<file path="src/rtl/priority_encoder_8to3.sv">
// rtl/priority_encoder_8to3.sv - registered 8-to-3 priority encoder, highest set bit wins
module priority_encoder_8to3 (
    input  logic       clk,
    input  logic       rst,
    input  logic [7:0] in,
    output logic [2:0] out,
    output logic       valid
);

    logic [2:0] idx;
    logic       any;
    logic [2:0] out_d, out_q;
    logic       valid_d, valid_q;

    always_comb begin
        idx = 3'b000;
        casez (in)
            8'b1???_????: idx = 3'b111;
            8'b01??_????: idx = 3'b110;
            8'b001?_????: idx = 3'b101;
            8'b0001_????: idx = 3'b100;
            8'b0000_1???: idx = 3'b011;
            8'b0000_01??: idx = 3'b010;
            8'b0000_001?: idx = 3'b001;
            default:      idx = 3'b000;
        endcase
    end

    // idx already reads 0 for an empty vector; gating on any keeps that explicit
    always_comb begin
        any     = |in;
        out_d   = any ? idx : 3'b000;
        valid_d = any;
    end

    always_ff @(posedge clk) begin
        if (rst) begin
            out_q   <= 3'b000;
            valid_q <= 1'b0;
        end else begin
            out_q   <= out_d;
            valid_q <= valid_d;
        end
    end

    assign out   = out_q;
    assign valid = valid_q;

endmodule

</file>
<file path="config.mk">
export PLATFORM = sky130hd
export DESIGN_NAME = priority_encoder_8to3
export DESIGN_NICKNAME = d
export VERILOG_FILES = /design/src/rtl/priority_encoder_8to3.sv
export SDC_FILE = /design/constraint.sdc
export NUM_CORES = 1
export LEC_CHECK = 0
export CAP_MARGIN = 20
export CORE_AREA = 4 4 41 43
export DETAILED_ROUTE_END_ITERATION = 6
export DIE_AREA = 0 0 45 47
export HOLD_SLACK_MARGIN = 0.15
export PLACE_DENSITY = 0.48
export SYNTH_ARGS = -nofsm -noshare
export SYNTH_HDL_FRONTEND = slang
export SYNTH_SLANG_ARGS = --single-unit
</file>
<file path="constraint.sdc">
create_clock -name clk -period 0.8 [get_ports clk]
set_input_delay 0.12 -clock clk [delete_from_list [all_inputs] [get_ports clk]]
set_output_delay 0.12 -clock clk [all_outputs]
set_load 0.02 [all_outputs]
</file>
==> reports/results.md, run 1 <==
| Stage | Metric | Reported |
| --- | --- | --- |
| power and ir drop | Static Leakage | 0.1811 nW |
| clock tree | Clock buffers created by TritonCTS | 3 |
| yosys | Area leader, netlist | sky130_fd_sc_hd__dfxtp_1 |
| critical path | Combined buffer and inverter count along the critical path | 1 |
| routing | Final routed DRC violation total | 0 |
| timing | Max transition margin | 85.00% |
| clock tree | Clock-pin slew reported for the worst setup and hold paths after clock tree synthesis | 0.04 ns |
| power and ir drop | Worst vdd ir | 0.3750 mV |
| finish | Net total in the final layout | 54 |
| critical path | Worst endpoint data arrival time | 0.66 ns |
| yosys | Area share of fa/ha/maj cells after synthesis | 0% |
| global routing | Largest net degree at the start of global routing | 5 |
| routing | DRT antenna net count | 0 |
| critical path | Startpoint class of the critical path | register |
| min path | Worst Hold End | out[1]$_SDFF_PP0_ |
| routing | 1st-pass router iterations | 2 |
| critical path | Largest incremental delay on the critical path | 0.31 ns |
| min path | Tightest Hold Check Type | input pin to register |
| yosys | Compound-gate portion of the synthesized area | 19.42% |
| global routing | Total overflow reported by the global router | 0 |
| routing | Number of vias per cell | 4.018 |
| placement | Global placer's final weighted congestion | 0.7388 |
| yosys | Post-synthesis instance area | 173.9 um^2 |
| timing | Measured slew at the worst slew-check pin | 0.2226 ns |
| yosys | Share of the synthesized area in the top cell type | 46.04% |
| timing | Min setup slack post-route | 0.02424 ns |
| timing | Final critical delay including setup and external delays | 0.7758 ns |
| die | Y dimension of the die | 47 um |
| routing | Starting DRT DRC Count | 3 |
| routing | Avg WL per Cell | 10.14 um |
| yosys | Xor and xnor fraction of the mapped netlist area | 0% |
| routing | Vias after detailed routing | 229 |
| min path | Critical hold path startpoint | in[6] |
| global routing | Number of antenna violations at the first check in global routing | 0 |
| outcome | Result of the run | finished, final reports clean |
| timing | Hold slack final | 0.3182 ns |
| placement | Number of buffer cells added on primary ports | 13 |
| global routing | Global-route wire length before repair | 931 um |
| timing | Highest clock frequency the design can meet | 1289 MHz |
| die | Number of primary I/O pins | 14 |
| clock tree | Clk buf depth | 2 |
| timing | Setup repair after global routing missed its margin | true |
| finish | Area delta synth->final | 131.7% |
| clock tree | Number of levels in the clock H-tree | 1 |
| yosys | Yosys warning count | 0 |
| finish | Non-filler instance count after layout | 57 |
| yosys | Fraction of the mapped netlist area in simple logic gates | 32.37% |
| global routing | Vias in the first global route | 257 |
| critical path | Number of stages on the worst setup path | 1 |
| placement | Worst slack at placement | -0.5507 ns |
| yosys | Average instance area after synthesis | 8.696 um^2 |
| critical path | Kind of end point of the critical path | primary output |
| global routing | Global-route usage over all layers | 6.714% |
| power and ir drop | Pwr per Cell Area | 1512 nW/um^2 |
| timing | Final count of negative-setup-slack endpoints | 0 |
| critical path | Cell with the biggest individual delay on the critical path | sky130_fd_sc_hd__dfxtp_2 |
| die | Cell Rows | 13 |
| timing | Final slew viol count | 0 |
| die | Width of the die | 45 um |
| timing | Hold violation total from the final report | 0 |
| clock tree | Library cell used as clock root buffer | sky130_fd_sc_hd__clkbuf_4 |
| yosys | Portion of the post-synthesis area used by sequential elements | 46.04% |
| finish | Diode insertion count for antenna repair | 0 |
| critical path | Critical-path maximum fanout | 1 |
| run | Maximum Capacitance Violations | 0 |
| min path | Min-Delay Path Depth | 4 |
| die | Effective utilization at floorplan | 13.37% |
| yosys | Mux share of post-synthesis cell area | 0% |
| routing | Routed wire length | 578 um |
| yosys | Synth top area cells | sky130_fd_sc_hd__dfxtp_1, sky130_fd_sc_hd__nor2_1, sky130_fd_sc_hd__a21oi_1, sky130_fd_sc_hd__nor3b_2, sky130_fd_sc_hd__nor4_2 |
| critical path | WS Path Type | register to primary output |
| yosys | Instance count of the mapped netlist | 20 |
| timing | Share of the cycle needed by the critical path after routing | 96.97% |
| finish | Filler Cells Inserted | 145 |
| finish | Fraction of layout instances using a drive strength above 1 | 54.76% |
| yosys | Dominant combinational cell family by area after synthesis | simple AND/OR/NAND/NOR gates |
| critical path | Dominant delay contributor by cell family on the critical path | flip-flops |
| yosys | Number of distinct library cell variants in the gate-level netlist after synthesis | 10 |
| placement | Count of placed standard cells including taps | 52 |
| finish | Final Util | 30.96% |
| critical path | Required time of the critical path | 0.68 ns |
| yosys | Flop and latch count out of synthesis | 4 |
| die | Area of the core region | 1301 um^2 |
| power and ir drop | Total power after layout | 0.6093 mW |
| die | Die Outline Area | 2115 um^2 |
| clock tree | TritonCTS clock tree | done |
| clock tree | Sinks on Clock Net | 4 |
| critical path | Origin of the worst setup path | valid$_SDFF_PP0_ |
| critical path | Critical path, cell by cell | buf_6 |
| yosys | Syn nets | 30 |
==> worst max path at each step <==
| stage | to | slack [ns] |
|---|---|---|
| 5_1_grt | valid$_SDFF_PP0_ | -0.009 |
| 2_1_floorplan | out[0]$_SDFF_PP0_ | 0.004 |
| 3_3_place_gp | out[0]$_SDFF_PP0_ | -0.52 |
| 6_report | valid | 0.02 |
| 4_1_cts | out[2] | 0.002 |
| 3_5_place_dp | out[0]$_SDFF_PP0_ | -0.55 |
==> logic make-up after synthesis <==
family                 after synthesis
flip-flops                           4
buffers and inverters                1
AO/OA/AOI/OAI                        6
AND/OR/NAND/NOR                      9
==> sequential cells by signal (all words and copies together) (netlist names) <==
| signal | flops |
|---|---|
| out | 3 |
| valid | 1 |
==> metal layers <==
layer / global-route usage (%) / vias up / part of all wire (%)
met5: 0 / - / 0
met4: 6.433 / 0 / 0
met3: 4.981 / 0 / 10
met2: 9.605 / 14 / 46
met1: 6.136 / 99 / 43
li1: - / 116 / -
==> layout make-up <==
| cell class | instances | area, um^2 | area share [%] |
|---|---|---|---|
| timing repair buffer | 19 | 161.4 | 40.06 |
| inverter | 1 | 3.754 | 0.9317 |
| tap | 15 | 18.77 | 4.658 |
| sequential | 4 | 85.08 | 21.12 |
| multi-input combinational | 15 | 111.4 | 27.64 |
| clock buffer | 3 | 22.52 | 5.590 |
==> tightest hold or removal path, cell delays in order <==
cell                      delay [ns]
sky130_fd_sc_hd__buf_2          0.11
sky130_fd_sc_hd__buf_4          0.12
sky130_fd_sc_hd__nor2_1         0.04
sky130_fd_sc_hd__a21oi_1        0.11
==> synthesized netlist by cell type (all sizes together) <==
| library cell | n |
|---|---|
| nor2b | 1 |
| nor2 | 5 |
| a21oi | 3 |
| inv | 1 |
| a221oi | 1 |
| nor4 | 1 |
| nand2b | 1 |
| o21ai | 2 |
| dfxtp | 4 |
| nor3b | 1 |
==> placed cells by master (no fill, tap or decap) <==
| master | netlist | routed |
|---|---|---|
| sky130_fd_sc_hd__nor2_1 | 5 | 5 |
| sky130_fd_sc_hd__nor3b_4 | 0 | 1 |
| sky130_fd_sc_hd__nor2b_1 | 1 | 1 |
| sky130_fd_sc_hd__clkdlybuf4s50_1 | 0 | 2 |
| sky130_fd_sc_hd__o21ai_0 | 2 | 2 |
| sky130_fd_sc_hd__buf_2 | 0 | 2 |
| sky130_fd_sc_hd__dlygate4sd2_1 | 0 | 3 |
| sky130_fd_sc_hd__a21oi_1 | 3 | 3 |
| sky130_fd_sc_hd__inv_1 | 1 | 1 |
| sky130_fd_sc_hd__clkbuf_4 | 0 | 3 |
| sky130_fd_sc_hd__buf_6 | 0 | 4 |
| sky130_fd_sc_hd__clkdlybuf4s15_1 | 0 | 1 |
| sky130_fd_sc_hd__buf_4 | 0 | 6 |
| sky130_fd_sc_hd__clkbuf_2 | 0 | 1 |
| sky130_fd_sc_hd__nand2b_1 | 1 | 1 |
| sky130_fd_sc_hd__dfxtp_2 | 0 | 4 |
| sky130_fd_sc_hd__a221oi_2 | 0 | 1 |
| sky130_fd_sc_hd__nor4_4 | 0 | 1 |
==> what timing repair did <==
action | 4_1_cts | 5_1_grt
buffers inserted | 1 | 1
endpoints found under the setup margin | 8 | 5
hold buffers | 0 | 0
pin swaps | 2 | 3
gates resized for setup | 37 | 9
==> where the power goes <==
part | internal [mW] | switching (mW)
combinational | 0.0796 | 0.0648
clock | 0.167 | 0.0751
sequential | 0.217 | 0.00564
==> metrics by stage <==
step           TNS (ns)  instance area (um^2)
2_1_floorplan         0                 182.7
3_3_place_gp     -2.405                 361.6
3_5_place_dp     -2.499                 361.6
4_1_cts               0                 375.4
5_1_grt        -0.01629                 402.9
6_report              0                 402.9
No activity file was read; power rests on OpenSTA's default activity.
==> run 2: changes to the inputs <==
- CORE_AREA: 4 4 41 43 -> 5 5 42 44
- DIE_AREA: 0 0 45 47 -> 0 0 47 49
==> run 2 against run 1 <==
Critical path type is now input pin to register. Critical path depth grew 5. Non-clock buffer count increased by 1. Combinational power decreased by 3%. Setup slack lost 0.0024 ns. Hold slack got worse by 0.098 ns. Final area up 0.31%. Global-route usage down 1.6 points.
==> reports/results.md, run 2 (same netlist as run 1, synthesis figures left out) <==
| Stage | Metric | Reported | vs previous |
| --- | --- | --- | --- |
| outcome | Result of the run | finished, final reports clean | unchanged |
| placement | Global placer's final weighted congestion | 0.7720 | was 0.7388 |
| timing | Highest clock frequency the design can meet | 1285 MHz | was 1289 MHz |
| routing | Final routed DRC violation total | 0 | unchanged |
| critical path | WS Path Type | input pin to register | was register to primary output |
| critical path | Critical-path maximum fanout | 2 | was 1 |
| clock tree | Number of levels in the clock H-tree | 1 | unchanged |
| timing | Final critical delay including setup and external delays | 0.7782 ns | was 0.7758 ns |
| finish | Diode insertion count for antenna repair | 0 | unchanged |
| global routing | Number of antenna violations at the first check in global routing | 0 | unchanged |
| clock tree | Sinks on Clock Net | 4 | unchanged |
| global routing | Global-route usage over all layers | 5.137% | was 6.714% |
| critical path | Critical path, cell by cell | dlygate4sd2_1, nor4_4, buf_4, buf_4, buf_4, nor2_1 | was buf_6 |
| placement | Worst slack at placement | -0.5526 ns | was -0.5507 ns |
| timing | Max transition margin | 85.22% | was 85.00% |
| die | Cell Rows | 14 | was 13 |
| clock tree | Clock-pin slew reported for the worst setup and hold paths after clock tree synthesis | 0.04 ns | about the same |
| power and ir drop | Worst vdd ir | 0.3072 mV | was 0.3750 mV |
| timing | Final count of negative-setup-slack endpoints | 0 | unchanged |
| timing | Hold violation total from the final report | 0 | unchanged |
| critical path | Required time of the critical path | 0.92 ns | was 0.68 ns |
| timing | Min setup slack post-route | 0.02180 ns | was 0.02424 ns |
| finish | Area delta synth->final | 132.4% | was 131.7% |
| timing | Measured slew at the worst slew-check pin | 0.2201 ns | was 0.2226 ns |
| critical path | Startpoint class of the critical path | input pin | was register |
| routing | DRT antenna net count | 0 | unchanged |
| clock tree | Clk buf depth | 2 | unchanged |
| clock tree | Clock buffers created by TritonCTS | 3 | unchanged |
| critical path | Kind of end point of the critical path | register | was primary output |
| clock tree | Library cell used as clock root buffer | sky130_fd_sc_hd__clkbuf_4 | unchanged |
| finish | Commonest non-fill, non-tap cell in the layout | sky130_fd_sc_hd__buf_4 | unchanged |
| finish | Max reg flops | 3 | unchanged |
| die | Width of the die | 47 um | was 45 um |
| timing | Final slew viol count | 0 | unchanged |
| finish | Fraction of layout instances using a drive strength above 1 | 53.49% | was 54.76% |
| routing | 1st-pass router iterations | 2 | unchanged |
| timing | Hold slack final | 0.2202 ns | was 0.3182 ns |
| global routing | Largest net degree at the start of global routing | 5 | unchanged |
| min path | Tightest Hold Check Type | input pin to register | unchanged |
| die | Area of the core region | 1401 um^2 | was 1301 um^2 |
| routing | Routed wire length | 509 um | was 578 um |
| routing | Starting DRT DRC Count | 2 | was 3 |
| finish | Area used by multi-input combinational logic | 105.1 um^2 | was 111.4 um^2 |
| finish | Total area of sequential cells | 85.08 um^2 | unchanged |
| routing | Number of vias per cell | 3.695 | was 4.018 |
| clock tree | TritonCTS clock tree | done | unchanged |
| global routing | Vias in the first global route | 201 | was 257 |
| die | Number of primary I/O pins | 14 | unchanged |
| timing | Share of the cycle needed by the critical path after routing | 97.28% | was 96.97% |
| finish | Most frequent cells in the layout | sky130_fd_sc_hd__buf_4, sky130_fd_sc_hd__nor2_1, sky130_fd_sc_hd__dlygate4sd2_1, sky130_fd_sc_hd__dfxtp_2, sky130_fd_sc_hd__buf_6 | was sky130_fd_sc_hd__buf_4, sky130_fd_sc_hd__nor2_1, sky130_fd_sc_hd__dfxtp_2, sky130_fd_sc_hd__buf_6 |
| die | Effective utilization at floorplan | 12.41% | was 13.37% |
| global routing | Total overflow reported by the global router | 0 | unchanged |
| run | Maximum Capacitance Violations | 0 | unchanged |
| global routing | Global-route wire length before repair | 772 um | was 931 um |
| critical path | Largest incremental delay on the critical path | 0.26 ns | was 0.31 ns |
| critical path | Worst endpoint data arrival time | 0.89 ns | was 0.66 ns |
| power and ir drop | Static Leakage | 0.1848 nW | was 0.1811 nW |
| routing | Vias after detailed routing | 218 | was 229 |
| critical path | Dominant cell type by count on the critical path | sky130_fd_sc_hd__buf_4 |  |
| placement | Final HPWL from detailed placement | 400.6 um |  |
| critical path | Cell with the biggest individual delay on the critical path | sky130_fd_sc_hd__dlygate4sd2_1 | was sky130_fd_sc_hd__dfxtp_2 |
| placement | Number of buffer cells added on primary ports | 13 | unchanged |
| routing | Avg WL per Cell | 8.627 um | was 10.14 um |
| power and ir drop | Pwr per Cell Area | 1499 nW/um^2 | was 1512 nW/um^2 |
| finish | Net total in the final layout | 55 | was 54 |
| finish | Filler Cells Inserted | 166 | was 145 |
| timing | Setup repair after global routing missed its margin | true | unchanged |
| die | Die Outline Area | 2303 um^2 | was 2115 um^2 |
| die | Y dimension of the die | 49 um | was 47 um |
[run 2: critical path: cells and delay by family]
family	cells	cell delay, ns
buffers and inverters	4	0.58
and+or+nand+nor	2	0.19
[run 2: final timing paths]
| check | endpoint | slack, ns | cells past startpoint | start |
|---|---|---|---|---|
| worst min-delay path | out[1]$_SDFF_PP0_ | 0.22 | 3 | in[6] |
| worst max-delay path | out[2]$_SDFF_PP0_ | 0.02 | 6 | in[5] |
[run 2: through the flow]
| step | std cells | TNS, ns | power [mW] | cell area, um^2 | utilization, % |
|---|---|---|---|---|---|
| 3_5_place_dp | 54 | -2.549 | 0.3664 | 370.4 | 26.43 |
| 3_3_place_gp | 54 | -2.553 | 0.3662 | 370.4 | 26.43 |
| 6_report | 59 | 0 | 0.6057 | 404.1 | 28.84 |
| 5_1_grt | 59 | -0.03410 | 0.6563 | 404.1 | 28.84 |
| 4_1_cts | 58 | 0 | 0.6082 | 375.4 | 26.79 |
| 2_1_floorplan | 20 | 0 | 0.2598 | 182.7 | - |
[run 2: layer usage]
layer | GRT usage [%] | vias to the layer above | wire length, um
li1 | - | 118 | -
met4 | 5.530 | 0 | 0
met2 | 6.109 | 10 | 249
met1 | 5.482 | 90 | 201
met5 | 0 | - | 0
met3 | 3.321 | 0 | 58
[run 2: where the power goes]
| part | switching (mW) | total [mW] | internal (mW) |
|---|---|---|---|
| clock | 0.0759 | 0.243 | 0.167 |
| combinational | 0.0607 | 0.140 | 0.0795 |
| sequential | 0.00544 | 0.222 | 0.217 |
[run 2: repair_timing]
item,4_1_cts,5_1_grt
resized for setup,35,10
endpoints found under the hold margin,0,0
setup endpoints to repair,8,6
hold buffers,0,0
buffers inserted,1,1
pin swaps,3,2
[run 2: final cells by class]
| type | instances | area share, % |
|---|---|---|
| sequential | 4 | 21.05 |
| clock buffer | 3 | 5.573 |
| inverter | 1 | 0.9288 |
| tap | 16 | 4.954 |
| multi-input combinational | 15 | 26.01 |
| timing repair buffer | 20 | 41.49 |
